==> config.mk <==
export PLATFORM = sky130hd
export DESIGN_NAME = control_sequencer
export DESIGN_NICKNAME = d
export VERILOG_FILES = /design/src/rtl/control_sequencer.sv
export SDC_FILE = /design/constraint.sdc
export NUM_CORES = 1
export LEC_CHECK = 0
export CAP_MARGIN = 20
export CORE_MARGIN = 2
export CORE_UTILIZATION = 35
export DETAILED_ROUTE_END_ITERATION = 8
export PLACE_DENSITY = 0.66
export SLEW_MARGIN = 20
export SYNTH_ARGS = -nofsm -noshare
export SYNTH_HDL_FRONTEND = slang
export SYNTH_SLANG_ARGS = --single-unit
export TNS_END_PERCENT = 1
==> constraint.sdc <==
create_clock -name clk -period 2 [get_ports clk]
set_input_delay 0.2 -clock clk [delete_from_list [all_inputs] [get_ports clk]]
set_output_delay 0.2 -clock clk [all_outputs]
set_load 0.005 [all_outputs]
==> src/rtl/control_sequencer.sv <==
// Multicycle MIPS control sequencer: fetch/decode/execute FSM whose state number
// indexes the datapath control ROM, with memory wait states, bus timeout and illegal-opcode trap.
module control_sequencer #(
    parameter int STATE_W     = 7,
    parameter int MOC_TIMEOUT = 15
) (
    input  logic               clk,
    input  logic               reset,
    input  logic [31:0]        instruction,
    input  logic               moc,
    input  logic               cond,
    output logic [STATE_W-1:0] state,
    output logic               mov,
    output logic               mem_rw,
    output logic               ir_ld,
    output logic               pc_ld,
    output logic               rf_ld,
    output logic               illegal_op,
    output logic               bus_err
);

    // Memory handshake: mov is held high for the whole of a wait state; the transfer
    // completes on the rising edge where mov && moc. moc is ignored in every other state.

    typedef enum logic [4:0] {
        S_RESET      = 5'd0,
        S_FETCH      = 5'd1,
        S_FETCH_WAIT = 5'd2,
        S_IR_LOAD    = 5'd3,
        S_DECODE     = 5'd4,
        S_ILLEGAL    = 5'd5,
        S_ALU_ADDU   = 5'd6,
        S_STORE_ADDR = 5'd7,
        S_STORE_WAIT = 5'd8,
        S_BUS_ERR    = 5'd9,
        S_BEQ        = 5'd11,
        S_BRANCH     = 5'd12,
        S_LOAD_ADDR  = 5'd13,
        S_LOAD_WAIT  = 5'd14,
        S_LOAD_WB    = 5'd15,
        S_ALU_SUBU   = 5'd17,
        S_ALU_ADDIU  = 5'd18,
        S_ALU_SLTU   = 5'd19,
        S_ALU_SLTIU  = 5'd20,
        S_ALU_CLO    = 5'd21,
        S_ALU_CLZ    = 5'd22,
        S_ALU_AND    = 5'd23,
        S_ALU_ANDI   = 5'd24
    } state_t;

    localparam logic [7:0] TIMEOUT_LAST = 8'(MOC_TIMEOUT - 1);

    state_t      state_q, state_d, dispatch;
    logic [7:0]  moc_cnt;
    logic        in_wait;
    logic        timeout_hit;
    logic [5:0]  opcode, funct;
    logic        unused_instr_bits;

    assign opcode            = instruction[31:26];
    assign funct             = instruction[5:0];
    // Register/immediate fields are consumed by the datapath, not by sequencing.
    assign unused_instr_bits = ^instruction[25:6];

    assign in_wait     = (state_q == S_FETCH_WAIT) || (state_q == S_STORE_WAIT) ||
                         (state_q == S_LOAD_WAIT);
    assign timeout_hit = (moc_cnt == TIMEOUT_LAST);

    always_comb begin
        dispatch = S_ILLEGAL;
        case (opcode)
            6'h00: begin
                case (funct)
                    6'h21:   dispatch = S_ALU_ADDU;
                    6'h23:   dispatch = S_ALU_SUBU;
                    6'h2B:   dispatch = S_ALU_SLTU;
                    6'h24:   dispatch = S_ALU_AND;
                    default: dispatch = S_ILLEGAL;
                endcase
            end
            6'h1C: begin
                case (funct)
                    6'h21:   dispatch = S_ALU_CLO;
                    6'h20:   dispatch = S_ALU_CLZ;
                    default: dispatch = S_ILLEGAL;
                endcase
            end
            6'h09:                      dispatch = S_ALU_ADDIU;
            6'h0B:                      dispatch = S_ALU_SLTIU;
            6'h0C:                      dispatch = S_ALU_ANDI;
            6'h28, 6'h29, 6'h2B:        dispatch = S_STORE_ADDR;
            6'h04:                      dispatch = S_BEQ;
            6'h23, 6'h21, 6'h25,
            6'h20, 6'h24:               dispatch = S_LOAD_ADDR;
            default:                    dispatch = S_ILLEGAL;
        endcase
    end

    always_comb begin
        state_d = state_q;
        case (state_q)
            S_RESET:      state_d = S_FETCH;
            S_FETCH:      state_d = S_FETCH_WAIT;
            S_FETCH_WAIT: begin
                if (moc)              state_d = S_IR_LOAD;
                else if (timeout_hit) state_d = S_BUS_ERR;
            end
            S_IR_LOAD:    state_d = S_DECODE;
            S_DECODE:     state_d = dispatch;
            S_STORE_ADDR: state_d = S_STORE_WAIT;
            S_STORE_WAIT: begin
                if (moc)              state_d = S_FETCH;
                else if (timeout_hit) state_d = S_BUS_ERR;
            end
            S_BEQ:        state_d = cond ? S_BRANCH : S_FETCH;
            S_BRANCH:     state_d = S_FETCH;
            S_LOAD_ADDR:  state_d = S_LOAD_WAIT;
            S_LOAD_WAIT: begin
                if (moc)              state_d = S_LOAD_WB;
                else if (timeout_hit) state_d = S_BUS_ERR;
            end
            S_LOAD_WB:    state_d = S_FETCH;
            S_ILLEGAL:    state_d = S_FETCH;
            S_BUS_ERR:    state_d = S_BUS_ERR;
            S_ALU_ADDU, S_ALU_SUBU, S_ALU_ADDIU, S_ALU_SLTU,
            S_ALU_SLTIU, S_ALU_CLO, S_ALU_CLZ, S_ALU_AND,
            S_ALU_ANDI:   state_d = S_FETCH;
            default:      state_d = S_RESET;
        endcase
    end

    always_ff @(posedge clk or posedge reset) begin
        if (reset) state_q <= S_RESET;
        else       state_q <= state_d;
    end

    // Counter idles at zero outside wait states, so every wait state is entered with it cleared.
    always_ff @(posedge clk or posedge reset) begin
        if (reset)        moc_cnt <= 8'd0;
        else if (!in_wait) moc_cnt <= 8'd0;
        else if (!moc)     moc_cnt <= moc_cnt + 8'd1;
    end

    always_comb begin
        mov        = 1'b0;
        mem_rw     = 1'b1;
        ir_ld      = 1'b0;
        pc_ld      = 1'b0;
        rf_ld      = 1'b0;
        illegal_op = 1'b0;
        bus_err    = 1'b0;
        case (state_q)
            S_FETCH_WAIT, S_LOAD_WAIT: mov = 1'b1;
            S_STORE_ADDR:              mem_rw = 1'b0;
            S_STORE_WAIT: begin
                mov    = 1'b1;
                mem_rw = 1'b0;
            end
            S_IR_LOAD:                 ir_ld = 1'b1;
            S_BRANCH:                  pc_ld = 1'b1;
            S_ILLEGAL:                 illegal_op = 1'b1;
            S_BUS_ERR:                 bus_err = 1'b1;
            S_LOAD_WB, S_ALU_ADDU, S_ALU_SUBU, S_ALU_ADDIU, S_ALU_SLTU,
            S_ALU_SLTIU, S_ALU_CLO, S_ALU_CLZ, S_ALU_AND,
            S_ALU_ANDI:                rf_ld = 1'b1;
            default: ;
        endcase
    end

    assign state = STATE_W'(state_q);

endmodule

==> impl_metrics.ini, run 1 <==
[floorplan]
core-area_um2 = 3690
fp.dieArea_um2 = 4350
floorplan.rows = 22
die_width_um = 66.0
die-height_um = 66.0
initial_core_util_pct = 36.5
io_pins = 50

[routing]
drcViolationCount = 0
viasPerCell = 5.20
drt-total-wl_mm = 3.15
dr.pass1.iters = 4
final_antenna_net_count = 0
post_drt_wl_per_cell_um = 12.3
dr_total_vias = 1331
detail_route.iter0.violations = 65

[clocking]
cts_hold_buffers = 0
cts.root.buffer_cell = sky130_fd_sc_hd__clkbuf_8
cts-root-to-sink-buffers = 2
numCtsBuffers = 3
clock-sinks = 13
clk-insertion-delay-late_ns = 0.24
cts_max_level = 1
path_clk_slew_ns = 0.05
clock_tree_from_tritoncts = yes

[synthesis]
asyncSetResetFlopFracSynth_pct = 100
seq_area_frac_synth_pct = 24.2
post_synth_instance_area_um2 = 1350
synth-warning-count = 0
synth_edf_count = 0
netlist_top_cells_area = sky130_fd_sc_hd__dfrtp_1, sky130_fd_sc_hd__buf_6, sky130_fd_sc_hd__nand2_1
synth_largest_area_cell = sky130_fd_sc_hd__dfrtp_1
synth_cells = 170
yosysMostFrequentCell = sky130_fd_sc_hd__nand2_1
ys.flop_type = sky130_fd_sc_hd__dfrtp_1
synth-seq-cells = 13
post_synth_num_cell_types = 53
netlist.area_leader.share_pct = 24.2
syn_area_per_cell_um2 = 7.91
post_synth_most_frequent_cells = sky130_fd_sc_hd__nand2_1, sky130_fd_sc_hd__nor2_1, sky130_fd_sc_hd__dfrtp_1, sky130_fd_sc_hd__nand3_1

[critical_path]
worstReg2RegEnd = state_q[0]
r2r-start = state_q[1]
worstRegToRegCells = 8
worstPathCellList = nor2b_1 -> o21ai_1 -> a21oi_1 -> a211oi_1 -> buf_4 -> inv_1 -> dlygate4sd2_1
timing.critical_path.required_ns = 1.80
cp-end-kind = primary output
timing_worst_setup_path_type = register to primary output
cp_data_arrival_time_ns = 1.68
crit_path_max_fanout = 5
reg2reg_setup_slack_ns = 0.29
cp_slowest_cell = sky130_fd_sc_hd__dfrtp_2
critical-path-max-stage-delay_ns = 0.43
worst_setup_path_start_kind = register

[sta]
timing.fmax_mhz = 531
worst_clock_skew_ns = 0.00234
final_min_period_over_clock_period_pct = 94.2
setup_viol = 0
slew_viol_final = 0
finalSetupTns_ns = 0
grt_setup_unrepaired = false
worst-slew-pin-transition_ns = 0.509
timing.slew.headroom_pct = 66.0
fin_crit_ns = 1.88
hold_violations_final = 0

[global_route]
maximum_number_of_pins_on_one_net_before_global_route_repair = 14
total_congestion_overflow = 0
antenna_found_initial = 0
grt_pass1_vias = 1256
grt_usage_pct = 15.6
grt_pass1_wl_mm = 5.44

[job]
drv_cap = 0

[pwr]
fin_total_pwr_mw = 1.60
power.static_leakage_nw = 0.738
power_density_nw_per_um2 = 901
highest_ir_drop_seen_on_vdd_v = 0.000356

[outcome]
run_status = complete, no violations

[final_layout]
finalCoreUtilization_pct = 48.2
antennaDiodeCount = 0
fillerInstances = 384
drive_gt1_share_pct = 19.2
flow.area_growth_from_synthesis_pct = 32.3
finish.net_count = 247

[place]
port_buffers = 27
dp_hpwl_mm = 2.43
gp_routability_congestion = 0.868

[hold_path]
hold_path_class = primary input to async pin
## through the flow
step	instances	hold slack, ns	cell area (µm²)	setup slack [ns]
2_1_floorplan	171	0.0770	1350	0.599
3_3_place_gp	249	0.557	1690	0.139
3_5_place_dp	249	0.567	1690	0.162
4_1_cts	256	0.312	1770	-0.00678
5_1_grt	256	0.342	1780	0.00535
6_report	256	0.293	1780	0.116
## layer usage
layer | vias to the layer above | GRT usage (%) | part of all wire (%)
li1 | 679 | - | -
met1 | 611 | 21.6 | 50
met2 | 37 | 25.3 | 45
met3 | 4 | 2.21 | 4.2
met4 | 0 | 4.08 | 1.3
met5 | - | 0 | 0
## worst max-delay path: cells and delay by family, from the launching register on
family,cells,cell delay [ns]
buffers and inverters,3,0.44
AO/OA/AOI/OAI,3,0.44
AND/OR/NAND/NOR,1,0.14
flip-flops,1,0.43
## registers in the layout, summed over array words and instances, names as in the netlist
name / cells
moc_cnt: 8
state_q: 5
## power by group
| part | switching (mW) | leakage, nW | total [mW] | internal (mW) |
|---|---|---|---|---|
| clock network | 0.0900 | 0.0228 | 0.231 | 0.140 |
| registers | 0.0731 | 0.172 | 0.388 | 0.315 |
| logic | 0.481 | 0.543 | 0.984 | 0.503 |
## area by class of cell
cell class / count / area [µm²] / area share [%]
Multi-Input combinational cell: 133 / 878 / 49.4
Sequential cell: 13 / 329 / 18.5
Timing Repair Buffer: 47 / 420 / 23.6
Tap cell: 48 / 60.1 / 3.38
Inverter: 11 / 46.3 / 2.60
Clock buffer: 4 / 45.0 / 2.53
## layout by cell type (no fill, tap or decap), types with 3 or more instances in the layout
master / count
sky130_fd_sc_hd__clkdlybuf4s50_1: 21
sky130_fd_sc_hd__buf_4: 20
sky130_fd_sc_hd__nand2_1: 16
sky130_fd_sc_hd__nor2_1: 14
sky130_fd_sc_hd__dfrtp_1: 10
sky130_fd_sc_hd__nand3_1: 8
sky130_fd_sc_hd__nor2b_1: 7
sky130_fd_sc_hd__inv_1: 7
sky130_fd_sc_hd__a21oi_1: 6
sky130_fd_sc_hd__nor4_1: 6
sky130_fd_sc_hd__o21ai_0: 6
sky130_fd_sc_hd__xor2_1: 5
sky130_fd_sc_hd__nor3_1: 5
sky130_fd_sc_hd__o21ai_1: 5
sky130_fd_sc_hd__xnor2_1: 5
sky130_fd_sc_hd__a31oi_1: 5
sky130_fd_sc_hd__dlygate4sd2_1: 4
sky130_fd_sc_hd__inv_2: 3
sky130_fd_sc_hd__clkbuf_8: 3
sky130_fd_sc_hd__dfrtp_2: 3
## worst max-delay path by stage
stage,start,end,cells after the start
finish,state_q[1],rf_ld,7
global route,state_q[1],rf_ld,7
CTS,state_q[1],mem_rw,6
detailed placement,state_q[1],rf_ld,6
global placement,state_q[4],rf_ld,7
floorplan,state_q[3],state_q[0],5
## kinds of logic (layout without fill, tap and decap cells)
group | count (synthesis) | in the layout | share of synthesized area, %
AO/OA/AOI/OAI | 43 | 43 | 22.6
XOR/XNOR | 11 | 11 | 7.72
adder cells (fa/ha/maj) | 3 | 3 | 2.60
buffers and inverters | 25 | 62 | 12.2
flip-flops | 13 | 13 | 24.2
multiplexers | 1 | 1 | 0.744
other | 1 | 2 | 0.279
AND/OR/NAND/NOR | 73 | 73 | 29.7
## what timing repair did
item / in CTS / in global routing
resized for setup: 9 / 3
endpoints found under the setup margin: 2 / 2
setup buffers: 3 / 0
pin swaps: 2 / 0
gates cloned: 0 / 0
Power figures use the tool's default switching activity.
==> run 2, diff against run 1 <==
- ABC_AREA: default -> 1
- CTS_BUF_LIST: default -> sky130_fd_sc_hd__clkbuf_8
- PLACE_DENSITY: 0.66 -> 0.67
==> run 2 against run 1 <==
Against the previous run:
- core utilization is 0.43 points lower
- clock skew decreased by 0.00062 ns
- final area is 9.6% lower
- area after synthesis is 8.2% lower
==> impl_metrics.ini, run 2 <==
[final_layout]
layout_commonest_cell = sky130_fd_sc_hd__nand2_1
drive_gt1_share_pct = 9.70
antennaDiodeCount = 0
final_area_um2 = 1610
number_of_flip_flops_under_the_largest_register_name = 8
fin_cells = 283
flow.area_growth_from_synthesis_pct = 30.2
top_flop_regs = moc_cnt x8, state_q x5
registers.top_by_ff_count = moc_cnt
fillerInstances = 376
most-common-layout-cells = sky130_fd_sc_hd__nand2_1, sky130_fd_sc_hd__nand3_1, sky130_fd_sc_hd__nor2_1
finish.net_count = 276

[clocking]
cts_max_level = 1
path_clk_slew_ns = 0.05
clock-sinks = 13
cts_repair_resize_count = 0
cts.root.buffer_cell = sky130_fd_sc_hd__clkbuf_8
numCtsBuffers = 3
clk-insertion-delay-late_ns = 0.24
cts-root-to-sink-buffers = 2
clock_tree_from_tritoncts = yes
cts_hold_buffers = 0
cts_post_setup_buffers_inserted = 0

[place]
place_worst_setup_slack_ns = 0.322
gp_routability_congestion = 0.819
place_inst = 279
dp_hpwl_mm = 2.25
port_buffers = 27
postPlaceCellArea_um2 = 1560

[sta]
finalSetupTns_ns = 0
timing.final.ws_setup_ns = 0.0812
setup_viol = 0
final_min_period_over_clock_period_pct = 95.9
worst_clock_skew_ns = 0.00172
hold_violations_final = 0
slew_viol_final = 0
grt_setup_unrepaired = false
timing.fmax_mhz = 521
fin_crit_ns = 1.92

[synthesis]
yosysMostFrequentCell = sky130_fd_sc_hd__nand2_1
post_synth_most_frequent_cells = sky130_fd_sc_hd__nand2_1, sky130_fd_sc_hd__nor2_1, sky130_fd_sc_hd__nand3_1, sky130_fd_sc_hd__inv_1, sky130_fd_sc_hd__dfrtp_1
synth_largest_area_cell = sky130_fd_sc_hd__dfrtp_1
synth_edf_count = 0
seq_area_frac_synth_pct = 26.3
asyncSetResetFlopFracSynth_pct = 100
post_synth_instance_area_um2 = 1230
netlist.area_leader.share_pct = 26.3
synth_cells = 206
synth-warning-count = 0
ys.flop_type = sky130_fd_sc_hd__dfrtp_1
netlist_top_cells_area = sky130_fd_sc_hd__dfrtp_1, sky130_fd_sc_hd__nand2_1, sky130_fd_sc_hd__nand3_1
synth-seq-cells = 13
post_synth_num_cell_types = 27
syn_area_per_cell_um2 = 5.99

[routing]
drt-total-wl_mm = 2.65
dr.pass1.iters = 4
final_antenna_net_count = 0
dr_total_vias = 1313
drcViolationCount = 0
detail_route.iter0.violations = 66
viasPerCell = 4.64
post_drt_wl_per_cell_um = 9.38

[critical_path]
cp_data_arrival_time_ns = 1.72
timing_worst_setup_path_type = register to primary output
worstRegToRegCells = 8
cp-end-kind = primary output
worst_setup_path_start_kind = register
reg2reg_setup_slack_ns = 0.57
worstReg2RegEnd = state_q[0]
timing.critical_path.required_ns = 1.80
crit_path_max_fanout = 5
r2r-start = state_q[1]

[job]
drv_cap = 0

[floorplan]
initial_core_util_pct = 36.7
core-area_um2 = 3360
die_width_um = 63.4
floorplan.rows = 21
io_pins = 50
fp.dieArea_um2 = 4020
die-height_um = 63.4

[global_route]
globalRouteMet1Util_pct = 18.8
grt_pass1_vias = 1167
most_used_layer_global_route = met2
groute.layer.met2.usage_pct = 24.9
grt_pass1_wl_mm = 4.75
total_congestion_overflow = 0
grt_usage_pct = 14.3
antenna_found_initial = 0
maximum_number_of_pins_on_one_net_before_global_route_repair = 14
grt_util_met3_pct = 2.14

[pwr]
power.static_leakage_nw = 0.839
highest_ir_drop_seen_on_vdd_v = 0.000283
power_density_nw_per_um2 = 792

[hold_path]
hold_path_class = primary input to async pin

[outcome]
run_status = complete, no violations
run 2: changes by cell type after synthesis, sizes merged, moves of 3 or more:
cell	previous run	this run
a31oi	5	1
nor3	6	3
inv	11	35
buf	14	2
nand3	8	36
o22ai	3	0
nand2	16	50
nor2	15	39
xnor2	5	1
o21ai	11	8
nor4	8	0
nor2b	7	0
xor2	6	2
run 2: worst max path at each step:
stage,from,to,slack (ns),depth (start not counted)
after floorplan,state_q[3],state_q[0],0.78,8
after global placement,moc,moc_cnt[7],0.33,9
after detailed placement,state_q[2],mov,0.32,4
after CTS,state_q[2],mov,0.06,4
after global routing,state_q[3],mov,0.001,7
final,state_q[1],mov,0.08,6
run 2: metrics by stage:
step	util, %	hold slack [ns]	power [mW]
4_1_cts	47.7	0.294	1.28
3_3_place_gp	46.4	0.545	1.05
5_1_grt	47.8	0.317	1.39
6_report	47.8	0.279	1.27
3_5_place_dp	46.4	0.552	1.05
2_1_floorplan	-	0.0770	0.777
run 2: logic make-up after synthesis:
kind of cell | Yosys count | share of synthesized area, %
DFF | 13 | 26.3
AOI/OAI and AO/OA | 18 | 7.90
adders and majority gates | 2 | 2.03
and+or+nand+nor | 132 | 49.2
buffers and inverters | 37 | 12.1
other | 1 | 0.304
xor gates and xnor gates | 3 | 2.13
run 2: layer usage:
layer / vias to the layer above / part of all wire, %
met5: - / 0
met4: 0 / 0
met3: 0 / 3.8
met2: 34 / 47
met1: 564 / 49
li1: 715 / -
run 2: final cells by class:
type | instances | area, µm² | area share (%)
Multi-Input combinational cell | 157 | 767 | 47.7
Sequential cell | 13 | 327 | 20.3
Timing Repair Buffer | 28 | 278 | 17.3
Inverter | 35 | 134 | 8.33
Tap cell | 46 | 57.6 | 3.58
Clock buffer | 3 | 41.3 | 2.57
Clock inverter | 1 | 3.75 | 0.233
run 2: critical path: stages, from the launching register on:
cell and delay [ns]:
sky130_fd_sc_hd__dfrtp_1 0.43, sky130_fd_sc_hd__inv_2 0.11, sky130_fd_sc_hd__nand2_4 0.08, sky130_fd_sc_hd__inv_1 0.10, sky130_fd_sc_hd__nand3_1 0.15, sky130_fd_sc_hd__nand3_4 0.12, sky130_fd_sc_hd__clkdlybuf4s50_1 0.49
run 2: power by group:
part	internal (mW)	total, mW	switching [mW]
logic	0.304	0.687	0.383
clock network	0.135	0.225	0.0895
registers	0.307	0.361	0.0538
total	0.746	1.27	0.527
==> run 3, diff against run 2 <==
- CAP_MARGIN: 20 -> default
==> results of run 3 <==
The final DEF is identical to that of run 2; final timing and power are the same.
